[config.mk]
export PLATFORM = sky130hd
export DESIGN_NAME = mask_bbox_tracker
export DESIGN_NICKNAME = d
export VERILOG_FILES = /design/src/rtl/mask_bbox_tracker.sv
export SDC_FILE = /design/constraint.sdc
export NUM_CORES = 1
export LEC_CHECK = 0
export CAP_MARGIN = 20
export CORE_UTILIZATION = 49
export CTS_CLUSTER_DIAMETER = 40
export CTS_CLUSTER_SIZE = 28
export DETAILED_ROUTE_END_ITERATION = 8
export PLACE_DENSITY_LB_ADDON = 0.3
export SLEW_MARGIN = 15
export SYNTH_ARGS = -nofsm -noshare
export SYNTH_HDL_FRONTEND = slang
export SYNTH_SLANG_ARGS = --single-unit
export TNS_END_PERCENT = 5
[constraint.sdc]
create_clock -name clk -period 2.35 [get_ports clk]
set_input_delay 0.47 -clock clk [delete_from_list [all_inputs] [get_ports clk]]
set_output_delay 0.47 -clock clk [all_outputs]
set_load 0.01 [all_outputs]
[src/rtl/mask_bbox_tracker.sv]
// mask_bbox_tracker: per-frame object pixel count and bounding box from a binary mask; BBOX_OVERLAY_EN draws the committed box on overlay_out
module mask_bbox_tracker #(
  parameter int H_ACT = 640,
  parameter int V_ACT = 480,
  parameter int MIN_PIXELS = 16
) (
  input  logic        clk,
  input  logic        sys_rst,
  input  logic        vsync,
  input  logic        de,
  input  logic [15:0] mask_in,
  output logic [9:0]  x_min,
  output logic [9:0]  x_max,
  output logic [9:0]  y_min,
  output logic [9:0]  y_max,
  output logic [18:0] pix_cnt,
  output logic        obj_valid,
  output logic        frame_done,
  output logic [15:0] overlay_out
);
  typedef enum logic [1:0] {WAIT_VS, ACTIVE, COMMIT} state_t;
  localparam logic [9:0] X_LAST = 10'(H_ACT - 1);
  localparam logic [9:0] Y_LAST = 10'(V_ACT - 1);
  state_t state, state_nx;
  logic vs_d, de_d, vs_rise, pix, line_end, hit, keep;
  logic [9:0] x, y, acc_xmin, acc_xmax, acc_ymin, acc_ymax;
  logic [18:0] acc_cnt;
  logic [15:0] overlay_nx;
  always_comb begin
    vs_rise = vsync & ~vs_d;
    pix = de & ~vsync;
    line_end = ~de & de_d & ~vsync;
    hit = pix && mask_in == 16'hFFFF;
    keep = acc_cnt >= 19'(MIN_PIXELS);
    state_nx = state == COMMIT ? ACTIVE : !vs_rise ? state : state == WAIT_VS ? ACTIVE : COMMIT;
  end
`ifdef BBOX_OVERLAY_EN
  logic on_box;
  always_comb begin
    on_box = obj_valid && (((x == x_min || x == x_max) && y >= y_min && y <= y_max) ||
                           ((y == y_min || y == y_max) && x >= x_min && x <= x_max));
    overlay_nx = !de ? 16'h0 : on_box ? 16'hF800 : mask_in;
  end
`else
  always_comb overlay_nx = de ? mask_in : 16'h0;
`endif
  // accumulators sit at their clear values whenever not accumulating
  always_ff @(posedge clk)
    if (sys_rst || state != ACTIVE) begin
      x <= '0;
      y <= '0;
      acc_xmin <= '1;
      acc_xmax <= '0;
      acc_ymin <= '1;
      acc_ymax <= '0;
      acc_cnt <= '0;
    end else begin
      if (pix) x <= x == X_LAST ? x : x + 10'd1;
      if (line_end) begin
        x <= '0;
        y <= y == Y_LAST ? y : y + 10'd1;
      end
      if (hit) begin
        acc_cnt <= acc_cnt + 19'(acc_cnt != '1);
        acc_xmin <= x < acc_xmin ? x : acc_xmin;
        acc_xmax <= x > acc_xmax ? x : acc_xmax;
        acc_ymin <= y < acc_ymin ? y : acc_ymin;
        acc_ymax <= y > acc_ymax ? y : acc_ymax;
      end
    end
  always_ff @(posedge clk)
    if (sys_rst) begin
      state <= WAIT_VS;
      vs_d <= 1'b0;
      de_d <= 1'b0;
      x_min <= '0;
      x_max <= '0;
      y_min <= '0;
      y_max <= '0;
      pix_cnt <= '0;
      obj_valid <= 1'b0;
      frame_done <= 1'b0;
      overlay_out <= '0;
    end else begin
      state <= state_nx;
      vs_d <= vsync;
      de_d <= de;
      frame_done <= state == COMMIT;
      overlay_out <= overlay_nx;
      if (state == COMMIT) begin
        x_min <= keep ? acc_xmin : '0;
        x_max <= keep ? acc_xmax : '0;
        y_min <= keep ? acc_ymin : '0;
        y_max <= keep ? acc_ymax : '0;
        pix_cnt <= acc_cnt;
        obj_valid <= keep;
      end
    end
endmodule

==> impl_metrics.env, run 1 <==
export IMPL_preCtsSetupSlack_ps=-364
export IMPL_place_area_um2=8340
export IMPL_setup_viol=0
export IMPL_hold_viol_final=0
export IMPL_clk_path_buf_depth=2
export IMPL_clock_root_buffer="clkbuf_16"
export IMPL_peakVddDrop_v=0.000451
export IMPL_critPathMaxFanout=9
export IMPL_grt_pass1_vias=5509
export IMPL_cellLeakagePower_nw=3.60
export IMPL_dieArea_um2=14500
export IMPL_syn_inst=735
export IMPL_overflow=0
export IMPL_path_class="primary input to flop"
export IMPL_ctsHoldBuffers=0
export IMPL_fin_crit_ps=2280
export IMPL_crit_path_start_kind="primary input"
export IMPL_yosysSeqAreaShare_pct=46.7
export IMPL_via_per_inst=5.50
export IMPL_drive_gt1_share_pct=11.4
export IMPL_fin_crit_sh_pct=97.0
export IMPL_end_kind="flop"
export IMPL_drv_cap=0
export IMPL_async_reset_ff_share_pct=0
export IMPL_first_pass_iters=6
export IMPL_grt_pass1_wl_um=26100
export IMPL_dieWidth_um=120
export IMPL_final_max_slew_viol_count=0
export IMPL_num_fill_cells=1117
export IMPL_pin_count=97
export IMPL_synth_ff_type="dfxtp_1"
export IMPL_fin_ws_ps=70.3
export IMPL_synth_most_common_cell="dfxtp_1"
export IMPL_via_count=5784
export IMPL_post_cts_buffers=0
export IMPL_synth_common_cells="160 x dfxtp_1, 67 x nand2_1, 59 x a22o_1"
export IMPL_min_path_cells=1
export IMPL_synth_edff_count=0
export IMPL_finish_instance_area_um2=8960
export IMPL_die_h_um=120
export IMPL_postRouteAntennaNets=0
export IMPL_drc=0
export IMPL_wl_um=15700
export IMPL_worst_pin_slew_ps=782
export IMPL_antenna_found_initial=0
export IMPL_crit_arrival_ps=2590
export IMPL_start_util_pct=50.9
export IMPL_antennaDiodeCount=0
export IMPL_max_slew_margin_rel_pct=47.5
export IMPL_path_clk_slew_ps=60
export IMPL_areaGrowthSynthToFinish_pct=30.8
export IMPL_ys_seq_elements=160
export IMPL_clock_latency_ps=430
export IMPL_synth_top_cell_by_area="dfxtp_1"
export IMPL_numCtsBuffers=17
export IMPL_max_freq_mhz=439
export IMPL_power_density_nw_per_um2=638
export IMPL_place_hpwl_um=11100
export IMPL_yosys_warnings=0
export IMPL_clock_sinks=160
export IMPL_cp_data_required_time_ps=2660
export IMPL_rsz0062_at_grt="no"
export IMPL_reg2regPathDepth=10
export IMPL_place_port_buffers=96
export IMPL_cts_resized=1
export IMPL_avgSynthCellArea_um2=9.32
export IMPL_core_area_um2=13500
export IMPL_place_congestion=0.894
export IMPL_final_nets=925
export IMPL_grt_usage_pct=22.7
export IMPL_ys_types=43
export IMPL_hold_class="flop to flop"
export IMPL_synth_top_area_share_pct=46.7
export IMPL_rows=42
export IMPL_routedWlPerCell_um=15.0
export IMPL_grt_max_degree=42
export IMPL_status="finished clean"
export IMPL_mappedNetlistArea_um2=6850
export IMPL_synth_nets=797
export IMPL_drt_iter0_markers=353
export IMPL_yosys_top_cells_area="dfxtp_1 47%, ha_1 7.7%, a22o_1 7.5%, mux2i_1 4.7%, nand2_1 3.7%"
export IMPL_finalClockSkew_ps=6.26
export IMPL_tritoncts="built"
export IMPL_htreeDepth=4
-- stage by stage --
stage	std cells	power, mW	hold slack [ps]	setup TNS [ps]	util (%)
3_3_place_gp	1020	2.98	434	-12230	62.0
5_1_grt	1052	5.91	486	0	66.6
6_report	1052	5.72	472	0	66.6
4_1_cts	1052	5.77	474	0	66.5
3_5_place_dp	1020	2.99	453	-16130	62.0
2_1_floorplan	735	2.88	448	0	-
-- critical path, cell delays in order --
cell	delay (ps)
clkdlybuf4s50_1	490
nand4_1	170
or4_4	620
a2111oi_2	340
nand3_1	140
buf_4	220
mux2i_1	130
-- kinds of logic after synthesis --
group	after synthesis	share of synthesized area (%)
buffers and inverters	88	5.02
DFF	160	46.7
xor gates and xnor gates	22	2.81
muxes	32	4.67
AOI/OAI and AO/OA	144	15.2
adders and majority gates	42	7.67
and+or+nand+nor	247	17.8
-- routing by layer --
layer	up-vias	share of wire, %	track usage (%)	wire, µm
li1	2881	-	-	-
met1	2709	48	29.5	7520
met2	161	45	36.1	7060
met3	33	5.0	4.76	790
met4	0	2.3	10.1	354
met5	-	0	0	0
-- final cells by class --
class | count | area [µm²] | share of cell area [%]
Inverter | 47 | 176 | 1.97
Multi-Input combinational cell | 487 | 3330 | 37.2
Clock inverter | 13 | 163 | 1.81
Tap cell | 176 | 220 | 2.46
Clock buffer | 19 | 443 | 4.94
Timing Repair Buffer | 150 | 1420 | 15.8
Sequential cell | 160 | 3210 | 35.8
-- power by group --
| group | switching, mW | internal (mW) |
|---|---|---|
| combinational | 0.106 | 0.0903 |
| sequential | 0.00791 | 2.73 |
| clock | 1.09 | 1.70 |
-- registers in the layout, indices dropped and copies added, names as in the netlist, 2 cells and up --
register	count
acc_cnt	19
acc_xmax	10
acc_xmin	10
acc_ymax	10
acc_ymin	10
overlay_out	16
pix_cnt	19
state	2
x	10
x_max	10
x_min	10
y	10
y_max	10
y_min	10
-- final timing paths --
path | startpoint | end | slack [ps]
worst min register to register | pix_cnt[11] | pix_cnt[11] | 470
worst min-delay path | pix_cnt[11] | pix_cnt[11] | 470
worst max-delay path | mask_in[14] | acc_ymin[2] | 70
worst max register to register | acc_cnt[13] | acc_cnt[10] | 170
-- cell usage in the layout, fill, tap and decap left out, types with 5 or more instances in the layout --
| cell type | n |
|---|---|
| a22o_1 | 59 |
| dfxtp_1 | 158 |
| mux2i_1 | 32 |
| a21oi_1 | 22 |
| o21ai_0 | 22 |
| and3_1 | 5 |
| inv_1 | 47 |
| buf_4 | 49 |
| nor4_1 | 18 |
| xnor2_1 | 18 |
| clkdlybuf4s50_1 | 96 |
| ha_1 | 42 |
| nor3_1 | 15 |
| a31oi_1 | 14 |
| nand3_1 | 21 |
| a21o_1 | 8 |
| and2_1 | 19 |
| nand2_1 | 67 |
| clkbuf_16 | 17 |
| nand4_1 | 15 |
| nor2_1 | 55 |
| or3_1 | 9 |
(Power assumes the default switching activity.)
==> run 2: changes to the inputs <==
--- a/config.mk
+++ b/config.mk
@@ -7,7 +7,7 @@
 export LEC_CHECK = 0
 export CAP_MARGIN = 20
 export CORE_UTILIZATION = 49
-export CTS_CLUSTER_DIAMETER = 40
+export CTS_CLUSTER_DIAMETER = 60
 export CTS_CLUSTER_SIZE = 28
 export DETAILED_ROUTE_END_ITERATION = 8
 export PLACE_DENSITY_LB_ADDON = 0.3
==> results of run 2 <==
No change in the layout: final DEF, timing and power equal those of run 1.
==> run 3: changes to the inputs <==
--- a/config.mk
+++ b/config.mk
@@ -6,10 +6,11 @@
 export NUM_CORES = 1
 export LEC_CHECK = 0
 export CAP_MARGIN = 20
-export CORE_UTILIZATION = 49
+export CORE_UTILIZATION = 57
 export CTS_CLUSTER_DIAMETER = 60
 export CTS_CLUSTER_SIZE = 28
 export DETAILED_ROUTE_END_ITERATION = 8
+export DONT_BUFFER_PORTS = 1
 export PLACE_DENSITY_LB_ADDON = 0.3
 export SLEW_MARGIN = 15
 export SYNTH_ARGS = -nofsm -noshare
==> impl_metrics.env, run 3 (synthesis results as in run 1) <==
export IMPL_status="complete, but fails checks"
export IMPL_violations="DRC"
export IMPL_dieWidth_um=112
export IMPL_p_total_mw=5.49
export IMPL_grt_usage_pct=25.5
export IMPL_hold_viol_final=0
export IMPL_postRouteAntennaNets=0
export IMPL_finalClockSkew_ps=7.85
export IMPL_core_area_um2=11600
export IMPL_ctsHoldBuffers=0
export IMPL_grt_use_met3_pct=7.62
export IMPL_antenna_found_initial=0
export IMPL_areaGrowthSynthToFinish_pct=13.1
export IMPL_place_area_um2=7190
export IMPL_clock_sinks=160
export IMPL_place_hpwl_um=10500
export IMPL_drv_cap=0
export IMPL_numCtsBuffers=17
export IMPL_grt_pass1_vias=5314
export IMPL_die_h_um=112
export IMPL_path_class="flop to flop"
export IMPL_antennaDiodeCount=0
export IMPL_cp_data_required_time_ps=2660
export IMPL_clock_latency_ps=420
export IMPL_place_congestion=0.897
export IMPL_hold_class="primary input to flop"
export IMPL_max_slew_margin_rel_pct=51.1
export IMPL_routedWlPerCell_um=16.7
export IMPL_path_clk_slew_ps=60
export IMPL_tns_ps=0
export IMPL_tritoncts="built"
export IMPL_critPathMaxFanout=8
export IMPL_drive_gt1_share_pct=9.35
export IMPL_setup_viol=0
export IMPL_fin_crit_sh_pct=94.1
export IMPL_htreeDepth=4
export IMPL_finish_instance_area_um2=7750
export IMPL_final_cell_mix="160 x dfxtp_1, 67 x nand2_1, 59 x a22o_1"
export IMPL_final_max_slew_viol_count=0
export IMPL_via_count=5343
export IMPL_drt_iter0_markers=379
export IMPL_via_per_inst=5.92
export IMPL_reg_top3="acc_cnt (19), pix_cnt (19), overlay_out (16)"
export IMPL_grt_max_degree=41
export IMPL_fin_util_pct=67.0
export IMPL_pin_count=97
export IMPL_cellLeakagePower_nw=3.14
export IMPL_met2_usage_pct=41.7
export IMPL_clk_path_buf_depth=2
export IMPL_peakVddDrop_v=0.000444
export IMPL_grt_pass1_wl_um=25500
export IMPL_fin_crit_ps=2210
export IMPL_final_nets=809
export IMPL_cts_resized=0
export IMPL_final_common_cell="dfxtp_1"
export IMPL_rrSetupSlack_ps=140
export IMPL_end_kind="flop"
export IMPL_max_freq_mhz=452
export IMPL_clock_root_buffer="clkbuf_16"
export IMPL_first_pass_iters=7
export IMPL_grt_busiest_layer="met2"
export IMPL_worst_pin_slew_ps=732
export IMPL_start_util_pct=59.3
export IMPL_drc=13
export IMPL_rows=39
export IMPL_post_cts_buffers=0
export IMPL_grt_use_met1_pct=31.2
export IMPL_crit_path_start_kind="flop"
export IMPL_crit_arrival_ps=2520
export IMPL_overflow=0
export IMPL_rsz0062_at_grt="no"
export IMPL_dieArea_um2=12500
export IMPL_power_density_nw_per_um2=707
export IMPL_place_port_buffers=0
export IMPL_wl_um=15100
run 3: cell types whose count changed in the layout (fill, tap and decap cells not counted), moves of 2 or more:
cell,delta
clkbuf_1,+3
clkinv_4,-2
dfxtp_1,+2
clkinvlp_4,+2
buf_4,-19
clkdlybuf4s50_1,-96
dfxtp_2,-2
clkinv_2,-2
run 3: metrics by stage:
| step | hold WS (ps) | instances | setup slack, ps |
|---|---|---|---|
| 6_report | 116 | 902 | 138 |
| 5_1_grt | 93.1 | 902 | 14.4 |
| 4_1_cts | 94.3 | 902 | 167 |
| 3_5_place_dp | 468 | 871 | 158 |
| 3_3_place_gp | 463 | 871 | 237 |
| 2_1_floorplan | 448 | 735 | 51.3 |
run 3: critical path, stage by stage, from the launching register on:
cell,delay (ps)
dfxtp_1,440
and4_1,260
nand2_1,70
or3_1,360
ha_1,200
and2_1,170
nand4_1,250
nor4_1,110
xnor2_1,170
nor2_1,50
run 3: power by group:
group          switching [mW]  leakage [nW]  internal, mW
Clock                    1.05         0.258          1.58
Combinational          0.0790          1.59        0.0333
Sequential             0.0145          1.29          2.73
run 3: cell type report:
class,instances,area [µm²]
multi-input combinational,487,3320
fill,884,3810
clock buffer,22,454
inverter,47,176
timing repair buffer,34,305
sequential,160,3200
clock inverter,9,111
tap,143,179
run 3: path summary, 6_finish.rpt:
path | from | to | depth (start not counted)
worst max-delay path | acc_cnt[6] | acc_cnt[9] | 9
worst min-delay path | sys_rst | vs_d | 1
worst max register to register | acc_cnt[6] | acc_cnt[9] | 9
worst min register to register | acc_xmax[7] | acc_xmax[7] | 2
run 3: metal layers:
layer  up-vias  routed length (µm)
met5         -                   0
met4         0                 309
met3        34                 830
met2       153                7200
met1      2512                6710
li1       2644                   -
